===== src/rtl/uart_inint_parser_pkg.sv =====
// Shared types and constants for the ININT ASCII-decimal parser.
package uart_inint_parser_pkg;

  localparam int unsigned DATA_W   = 8;
  localparam int unsigned RESULT_W = 32;
  localparam int unsigned WIDE_W   = 36;

  localparam logic [5:0] FUNC_ININT = 6'h11;

  localparam logic [DATA_W-1:0] ASCII_0     = 8'h30;
  localparam logic [DATA_W-1:0] ASCII_9     = 8'h39;
  localparam logic [DATA_W-1:0] ASCII_MINUS = 8'h2D;
  localparam logic [DATA_W-1:0] ASCII_PLUS  = 8'h2B;
  localparam logic [DATA_W-1:0] ASCII_SP    = 8'h20;
  localparam logic [DATA_W-1:0] ASCII_TAB   = 8'h09;
  localparam logic [DATA_W-1:0] ASCII_LF    = 8'h0A;
  localparam logic [DATA_W-1:0] ASCII_CR    = 8'h0D;
  localparam logic [DATA_W-1:0] ASCII_LC_A  = 8'h61;
  localparam logic [DATA_W-1:0] ASCII_LC_F  = 8'h66;
  localparam logic [DATA_W-1:0] ASCII_UC_A  = 8'h41;
  localparam logic [DATA_W-1:0] ASCII_UC_F  = 8'h46;
  localparam logic [DATA_W-1:0] ASCII_LC_X  = 8'h78;
  localparam logic [DATA_W-1:0] ASCII_UC_X  = 8'h58;

  typedef enum logic [2:0] {
    IDLE,
    SKIP,
    SIGN,
    DIGIT,
    FIN
  } inint_state_t;

  typedef struct packed {
    logic       is_ws;
    logic       is_dec;
    logic       is_hex;
    logic [3:0] nibble;
  } char_class_t;

  // One accumulation step, kept 36 bits wide so overflow past 32 bits is visible.
  function automatic logic [WIDE_W-1:0] acc_step(input logic [RESULT_W-1:0] acc,
                                                 input logic [3:0]          d,
                                                 input logic                hex);
    logic [WIDE_W-1:0] a;
    a = WIDE_W'(acc);
    if (hex) begin
      return (a << 4) + WIDE_W'(d);
    end
    return (a << 3) + (a << 1) + WIDE_W'(d);
  endfunction

endpackage


===== src/rtl/uart_inint_parser_if.sv =====
// Request/RX-pop/result bundle between execute, RX buffer and the ININT parser.
interface uart_inint_parser_if
  import uart_inint_parser_pkg::*;
  ();

  logic                start;
  logic                rx_valid;
  logic [DATA_W-1:0]   rx_data;
  logic                rx_ready;
  logic                busy;
  logic                done;
  logic [RESULT_W-1:0] result;
  logic                err;

  modport master (
    output start, rx_valid, rx_data,
    input  rx_ready, busy, done, result, err
  );

  modport slave (
    input  start, rx_valid, rx_data,
    output rx_ready, busy, done, result, err
  );

endinterface


===== src/rtl/ascii_digit_decode.sv =====
// Combinational byte classifier: whitespace, decimal digit, hex digit and nibble value.
module ascii_digit_decode
  import uart_inint_parser_pkg::*;
  (
    input  logic [DATA_W-1:0] data_i,
    output char_class_t       cls_c
  );

  always_comb begin
    cls_c = '0;
    cls_c.is_ws = (data_i == ASCII_SP) || (data_i == ASCII_TAB) ||
                  (data_i == ASCII_LF) || (data_i == ASCII_CR);
    if ((data_i >= ASCII_0) && (data_i <= ASCII_9)) begin
      cls_c.is_dec = 1'b1;
      cls_c.is_hex = 1'b1;
      cls_c.nibble = 4'(data_i - ASCII_0);
    end else if ((data_i >= ASCII_LC_A) && (data_i <= ASCII_LC_F)) begin
      cls_c.is_hex = 1'b1;
      cls_c.nibble = 4'(data_i - ASCII_LC_A + 8'd10);
    end else if ((data_i >= ASCII_UC_A) && (data_i <= ASCII_UC_F)) begin
      cls_c.is_hex = 1'b1;
      cls_c.nibble = 4'(data_i - ASCII_UC_A + 8'd10);
    end
  end

endmodule


===== src/rtl/uart_inint_parser.sv =====
// ASCII-decimal to 32-bit integer parser fed from the UART RX byte buffer (ININT).
// Optional hex prefix support ("0x"/"0X") is enabled by defining INININT_HEX_EN.
module uart_inint_parser
  import uart_inint_parser_pkg::*;
  #(
    parameter int unsigned MAX_DIGITS = 10
  )
  (
    input  logic                clk,
    input  logic                rstn,
    uart_inint_parser_if.slave  bus
  );

  localparam int unsigned NDIG_W = $clog2(MAX_DIGITS + 1);

  inint_state_t        state_q, state_d;
  logic [RESULT_W-1:0] acc_q, acc_d;
  logic                neg_q, neg_d;
  logic [NDIG_W-1:0]   ndig_q, ndig_d;
  logic                ovf_q, ovf_d;
  logic                hex_q, hex_d;
  logic                busy_q, busy_d;
  logic                done_q, done_d;
  logic [RESULT_W-1:0] result_q, result_d;
  logic                err_q, err_d;

  char_class_t         cls_c;
  logic                pop_c;
  logic                digit_ok_c;
  logic [WIDE_W-1:0]   wide_c;
  logic                fin_c;
  logic                fin_err_c;

  ascii_digit_decode u_decode (
    .data_i (bus.rx_data),
    .cls_c  (cls_c)
  );

  // Pop strobe is the registered busy flag, so at most one byte per cycle.
  assign pop_c      = bus.rx_valid && busy_q;
  assign digit_ok_c = hex_q ? cls_c.is_hex : cls_c.is_dec;
  assign wide_c     = acc_step(acc_q, cls_c.nibble, hex_q);

  assign bus.rx_ready = busy_q;
  assign bus.busy     = busy_q;
  assign bus.done     = done_q;
  assign bus.result   = result_q;
  assign bus.err      = err_q;

  always_comb begin
    state_d   = state_q;
    acc_d     = acc_q;
    neg_d     = neg_q;
    ndig_d    = ndig_q;
    ovf_d     = ovf_q;
    hex_d     = hex_q;
    busy_d    = busy_q;
    done_d    = 1'b0;
    result_d  = result_q;
    err_d     = err_q;
    fin_c     = 1'b0;
    fin_err_c = 1'b0;

    unique case (state_q)
      IDLE: begin
        if (bus.start) begin
          state_d = SKIP;
          acc_d   = '0;
          neg_d   = 1'b0;
          ndig_d  = '0;
          ovf_d   = 1'b0;
          hex_d   = 1'b0;
          busy_d  = 1'b1;
        end
      end
      SKIP: begin
        if (pop_c) begin
          if (cls_c.is_ws) begin
            state_d = SKIP;
          end else if (bus.rx_data == ASCII_MINUS) begin
            neg_d   = 1'b1;
            state_d = SIGN;
          end else if (bus.rx_data == ASCII_PLUS) begin
            state_d = SIGN;
          end else if (cls_c.is_dec) begin
            acc_d   = RESULT_W'(cls_c.nibble);
            ndig_d  = NDIG_W'(1);
            state_d = DIGIT;
          end else begin
            fin_c     = 1'b1;
            fin_err_c = 1'b1;
          end
        end
      end
      SIGN: begin
        if (pop_c) begin
          if (cls_c.is_dec) begin
            acc_d   = RESULT_W'(cls_c.nibble);
            ndig_d  = NDIG_W'(1);
            state_d = DIGIT;
          end else begin
            fin_c     = 1'b1;
            fin_err_c = 1'b1;
          end
        end
      end
      DIGIT: begin
        if (pop_c) begin
          if (digit_ok_c) begin
            // A digit beyond the limit is swallowed and ends the parse in error.
            if (ndig_q == NDIG_W'(MAX_DIGITS)) begin
              fin_c     = 1'b1;
              fin_err_c = 1'b1;
            end else begin
              acc_d  = wide_c[RESULT_W-1:0];
              ndig_d = ndig_q + NDIG_W'(1);
              if (|wide_c[WIDE_W-1:RESULT_W]) begin
                ovf_d = 1'b1;
              end
            end
          end
`ifdef INININT_HEX_EN
          else if (!hex_q && (acc_q == '0) && (ndig_q == NDIG_W'(1)) &&
                   ((bus.rx_data == ASCII_LC_X) || (bus.rx_data == ASCII_UC_X))) begin
            hex_d  = 1'b1;
            ndig_d = '0;
          end
`endif
          else begin
            fin_c     = 1'b1;
            fin_err_c = (ndig_q == '0);
          end
        end
      end
      FIN: begin
        state_d = IDLE;
      end
      default: begin
        state_d = IDLE;
      end
    endcase

    // Terminator consumed: publish result so done lands in the following cycle.
    if (fin_c) begin
      state_d  = FIN;
      busy_d   = 1'b0;
      done_d   = 1'b1;
      err_d    = ovf_q | fin_err_c;
      result_d = neg_q ? (~acc_q + 32'd1) : acc_q;
    end
  end

  always_ff @(posedge clk) begin
    if (!rstn) begin
      state_q  <= IDLE;
      acc_q    <= '0;
      neg_q    <= 1'b0;
      ndig_q   <= '0;
      ovf_q    <= 1'b0;
      hex_q    <= 1'b0;
      busy_q   <= 1'b0;
      done_q   <= 1'b0;
      result_q <= '0;
      err_q    <= 1'b0;
    end else begin
      state_q  <= state_d;
      acc_q    <= acc_d;
      neg_q    <= neg_d;
      ndig_q   <= ndig_d;
      ovf_q    <= ovf_d;
      hex_q    <= hex_d;
      busy_q   <= busy_d;
      done_q   <= done_d;
      result_q <= result_d;
      err_q    <= err_d;
    end
  end

endmodule


===== src/flat_wrapper.sv =====
// flat-port wrapper written by rule: the top's interface ports become plain ports
module uart_inint_parser_flat import uart_inint_parser_pkg::*;
#(
    parameter int unsigned MAX_DIGITS = 10
  )
  (clk, rstn, bus_start, bus_rx_valid, bus_rx_data, bus_rx_ready, bus_busy, bus_done, bus_result, bus_err);
  uart_inint_parser_if bus_i ();
  input  logic clk;
  input  logic rstn;
  input wire logic [$bits(bus_i.start)-1:0] bus_start;
  input wire logic [$bits(bus_i.rx_valid)-1:0] bus_rx_valid;
  input wire logic [$bits(bus_i.rx_data)-1:0] bus_rx_data;
  output wire logic [$bits(bus_i.rx_ready)-1:0] bus_rx_ready;
  output wire logic [$bits(bus_i.busy)-1:0] bus_busy;
  output wire logic [$bits(bus_i.done)-1:0] bus_done;
  output wire logic [$bits(bus_i.result)-1:0] bus_result;
  output wire logic [$bits(bus_i.err)-1:0] bus_err;
  assign bus_i.start = bus_start;
  assign bus_i.rx_valid = bus_rx_valid;
  assign bus_i.rx_data = bus_rx_data;
  assign bus_rx_ready = bus_i.rx_ready;
  assign bus_busy = bus_i.busy;
  assign bus_done = bus_i.done;
  assign bus_result = bus_i.result;
  assign bus_err = bus_i.err;
  uart_inint_parser #(.MAX_DIGITS(MAX_DIGITS)) u_core (.clk(clk), .rstn(rstn), .bus(bus_i));
endmodule

===== config.mk =====
export PLATFORM = sky130hd
export DESIGN_NAME = uart_inint_parser_flat
export DESIGN_NICKNAME = d
export VERILOG_FILES = /design/src/rtl/uart_inint_parser_pkg.sv /design/src/rtl/uart_inint_parser_if.sv /design/src/rtl/ascii_digit_decode.sv /design/src/rtl/uart_inint_parser.sv /design/src/flat_wrapper.sv
export SDC_FILE = /design/constraint.sdc
export NUM_CORES = 1
export LEC_CHECK = 0
export ABC_CLOCK_PERIOD_IN_PS = 6500
export CAP_MARGIN = 20
export CORE_MARGIN = 2
export CORE_UTILIZATION = 45
export CTS_CLUSTER_DIAMETER = 50
export CTS_CLUSTER_SIZE = 30
export DETAILED_ROUTE_END_ITERATION = 8
export DONT_BUFFER_PORTS = 1
export GPL_ROUTABILITY_DRIVEN = 0
export PLACE_DENSITY_LB_ADDON = 0.15
export REMOVE_ABC_BUFFERS = 1
export SETUP_SLACK_MARGIN = 0.2
export SKIP_LAST_GASP = 1
export SYNTH_ARGS = -nofsm -noshare
export SYNTH_HDL_FRONTEND = slang
export SYNTH_HIERARCHICAL = 1
export SYNTH_SLANG_ARGS = --single-unit

===== constraint.sdc =====
create_clock -name clk -period 6.5 [get_ports clk]
set_input_delay 0.325 -clock clk [delete_from_list [all_inputs] [get_ports clk]]
set_output_delay 0.325 -clock clk [all_outputs]
set_load 0.05 [all_outputs]

==> metrics <==
status=finished, final reports clean; GRT Util Overall=20.7%; initial antenna violation count=0; power share of the sequential group=47.9%; Nets=800; area of the multi-input gates=4350 um^2; clock share of power=43.9%; WL per Instance=16.0 um; Setup Crit Path Kind=input pin to register; Hold EP=u_core/bus.done; CTS resizes=0; sw power=300 uW; fin. max-slew vios=0; Hold/Removal Path Class=input pin to register; Mapped Area=6140 um^2; input/output buffers=0; critical path cell sequence=inv_1 > ha_1 > or3b_1 > nand3_2 > nand2_1 > inv_1 > fa_1 > inv_1 > ha_1 > a211oi_1 > o21ai_0 > o211a_1 > o211ai_1 > a2111oi_0 > o21ai_0 > a211oi_1 > a41oi_1; area grow syn2layout=6.07%; CTS tree=built; most frequent cells in the layout=nand2_1 (86), dfxtp_1 (76), ha_1 (72), a21oi_1 (51), o21ai_0 (44); Mapped Cells=737; Hold Buf Count CTS=0; met2 Usage GRT=32.5%; most common cell after layout, fill and taps aside=nand2_1; cell mode on critical path=inv_1; R2R depth=12; Max Freq=250 MHz; Final Hold Vio Count=0; Die H=121 um; Arr. time, crit path=4.22 ns; PD cells=169 nW/um^2; Syn Area/Cell=8.33 um^2; largest net degree at the start of global routing=65; Detailed Route Iter0 Violations=318; share of cells above drive strength 1=5.98%; Post-DP HPWL=10,500 um; Sink Count=76; WHS Path Cells=1; fillers=1,273; Setup crit start kind=input pin; CP Depth=17; GR met1 Demand/Resource=27.6%; reg2reg setup slack=2.62 ns; Comb pwr share=8.2%; Avg Vias per Cell=5.88; final WL=14,300 um; Yosys Warn Count=6; Critical R2R Launch=u_core/acc_q[0]; CP endpoint kind=register; most crowded layer after global routing=met2; CP top delay family=compound AO/OA/AOI/OAI gates; Setup Total Neg Slack=0 ns; FF-to-FF End=u_core/ovf_q; Non-Filler Instances=895; vias in the first global route=5,093; vias=5,260; P_int=801 uW; first-pass GRT wire length=24,500 um; CTS root buffer=clkbuf_16; Worst Min Path Start=rstn; critical path's largest stage delay=0.60 ns; Tmin final=4.00 ns; Num CTS Buffers=9; Die Area=14,600 um^2; Pre-antenna DRT Iters=6; clock-pin slew on the worst setup and hold paths=0.06 ns; DRC viols=0; FP Rows=42; Buf+Inv Stages, Crit Path=3; Rel. slew slack=31.1%; ant diodes=0; Initial Util=46.2%; Tcrit/Tclk final=61.5%; setup violators final=0; Cell Count Post-Placement=879; Leak=0.00321 uW; Die X=121 um; I/O Pins=48; post-route ant nets=0; clk_lat worst skew=0.35 ns; H-tree Lvls=3; slowest CP cell=a2111oi_0; switching share of total power=27.3%; GRT overflow=0; Max Root-Sink Buffers=2; met3 global-route usage=5.38%; # Max-Cap Violations=0; Worst Skew=0.00581 ns; Post-CTS Setup Bufs=0; critical path peak fanout=7; FF+latch area=1520 um^2; core area=13,300 um^2; Peak VDD IR=116 uV; Worst-Margin Slew=1.03 ns; unrepaired setup endpoints after global routing=false; Worst Path Required=6.72 ns
[flip-flops by register name (all words and copies together), names as in the netlist]
signal	count
u_core/state_q	3
u_core/neg_q	1
u_core/bus.done	1
u_core/acc_q	32
u_core/ovf_q	1
u_core/bus.err	1
u_core/bus.busy	1
u_core/bus.result	32
u_core/ndig_q	4
[stage by stage]
step	setup WS, ns	hold slack [ns]	total power [uW]	util, %	area (um^2)
6_report	2.50	0.106	1100	49.0	6520
5_1_grt	2.31	0.0954	1150	49.0	6520
4_1_cts	2.62	0.0907	1120	49.0	6520
3_5_place_dp	2.24	0.457	629	46.9	6230
3_3_place_gp	2.46	0.453	626	46.9	6230
2_1_floorplan	2.72	0.447	601	-	5980
[power by group through the flow]
stage               sequential [uW]  combinational, uW  clock, uW
global placement                538               87.6          0
finish                          528               90.4        483
detailed placement              538               90.5          0
global route                    530                102        517
CTS                             528               90.8        499
floorplan                       537               63.7          0
[layout make-up]
class | count | area share (%)
tap | 176 | 3.38
sequential | 76 | 23.4
inverter | 29 | 1.67
clock buffer | 15 | 4.26
clock inverter | 1 | 0.0768
multi-input combinational | 594 | 66.8
timing repair buffer | 4 | 0.461
[layer usage]
layer,wire (um),up-vias
li1,-,2675
met1,6930,2462
met2,6480,109
met3,721,14
met4,195,0
met5,0,-
[how the worst max path moves through the flow]
stage               slack, ns                to           start
finish                   2.50      u_core/ovf_q  bus_rx_data[1]
global route             2.31      u_core/ovf_q  bus_rx_data[1]
CTS                      2.62      u_core/ovf_q  bus_rx_data[1]
detailed placement       2.24      u_core/ovf_q  bus_rx_data[1]
global placement         2.46  u_core/acc_q[29]  bus_rx_data[0]
floorplan                2.72      u_core/ovf_q  bus_rx_data[0]
Power figures use the tool's default switching activity.
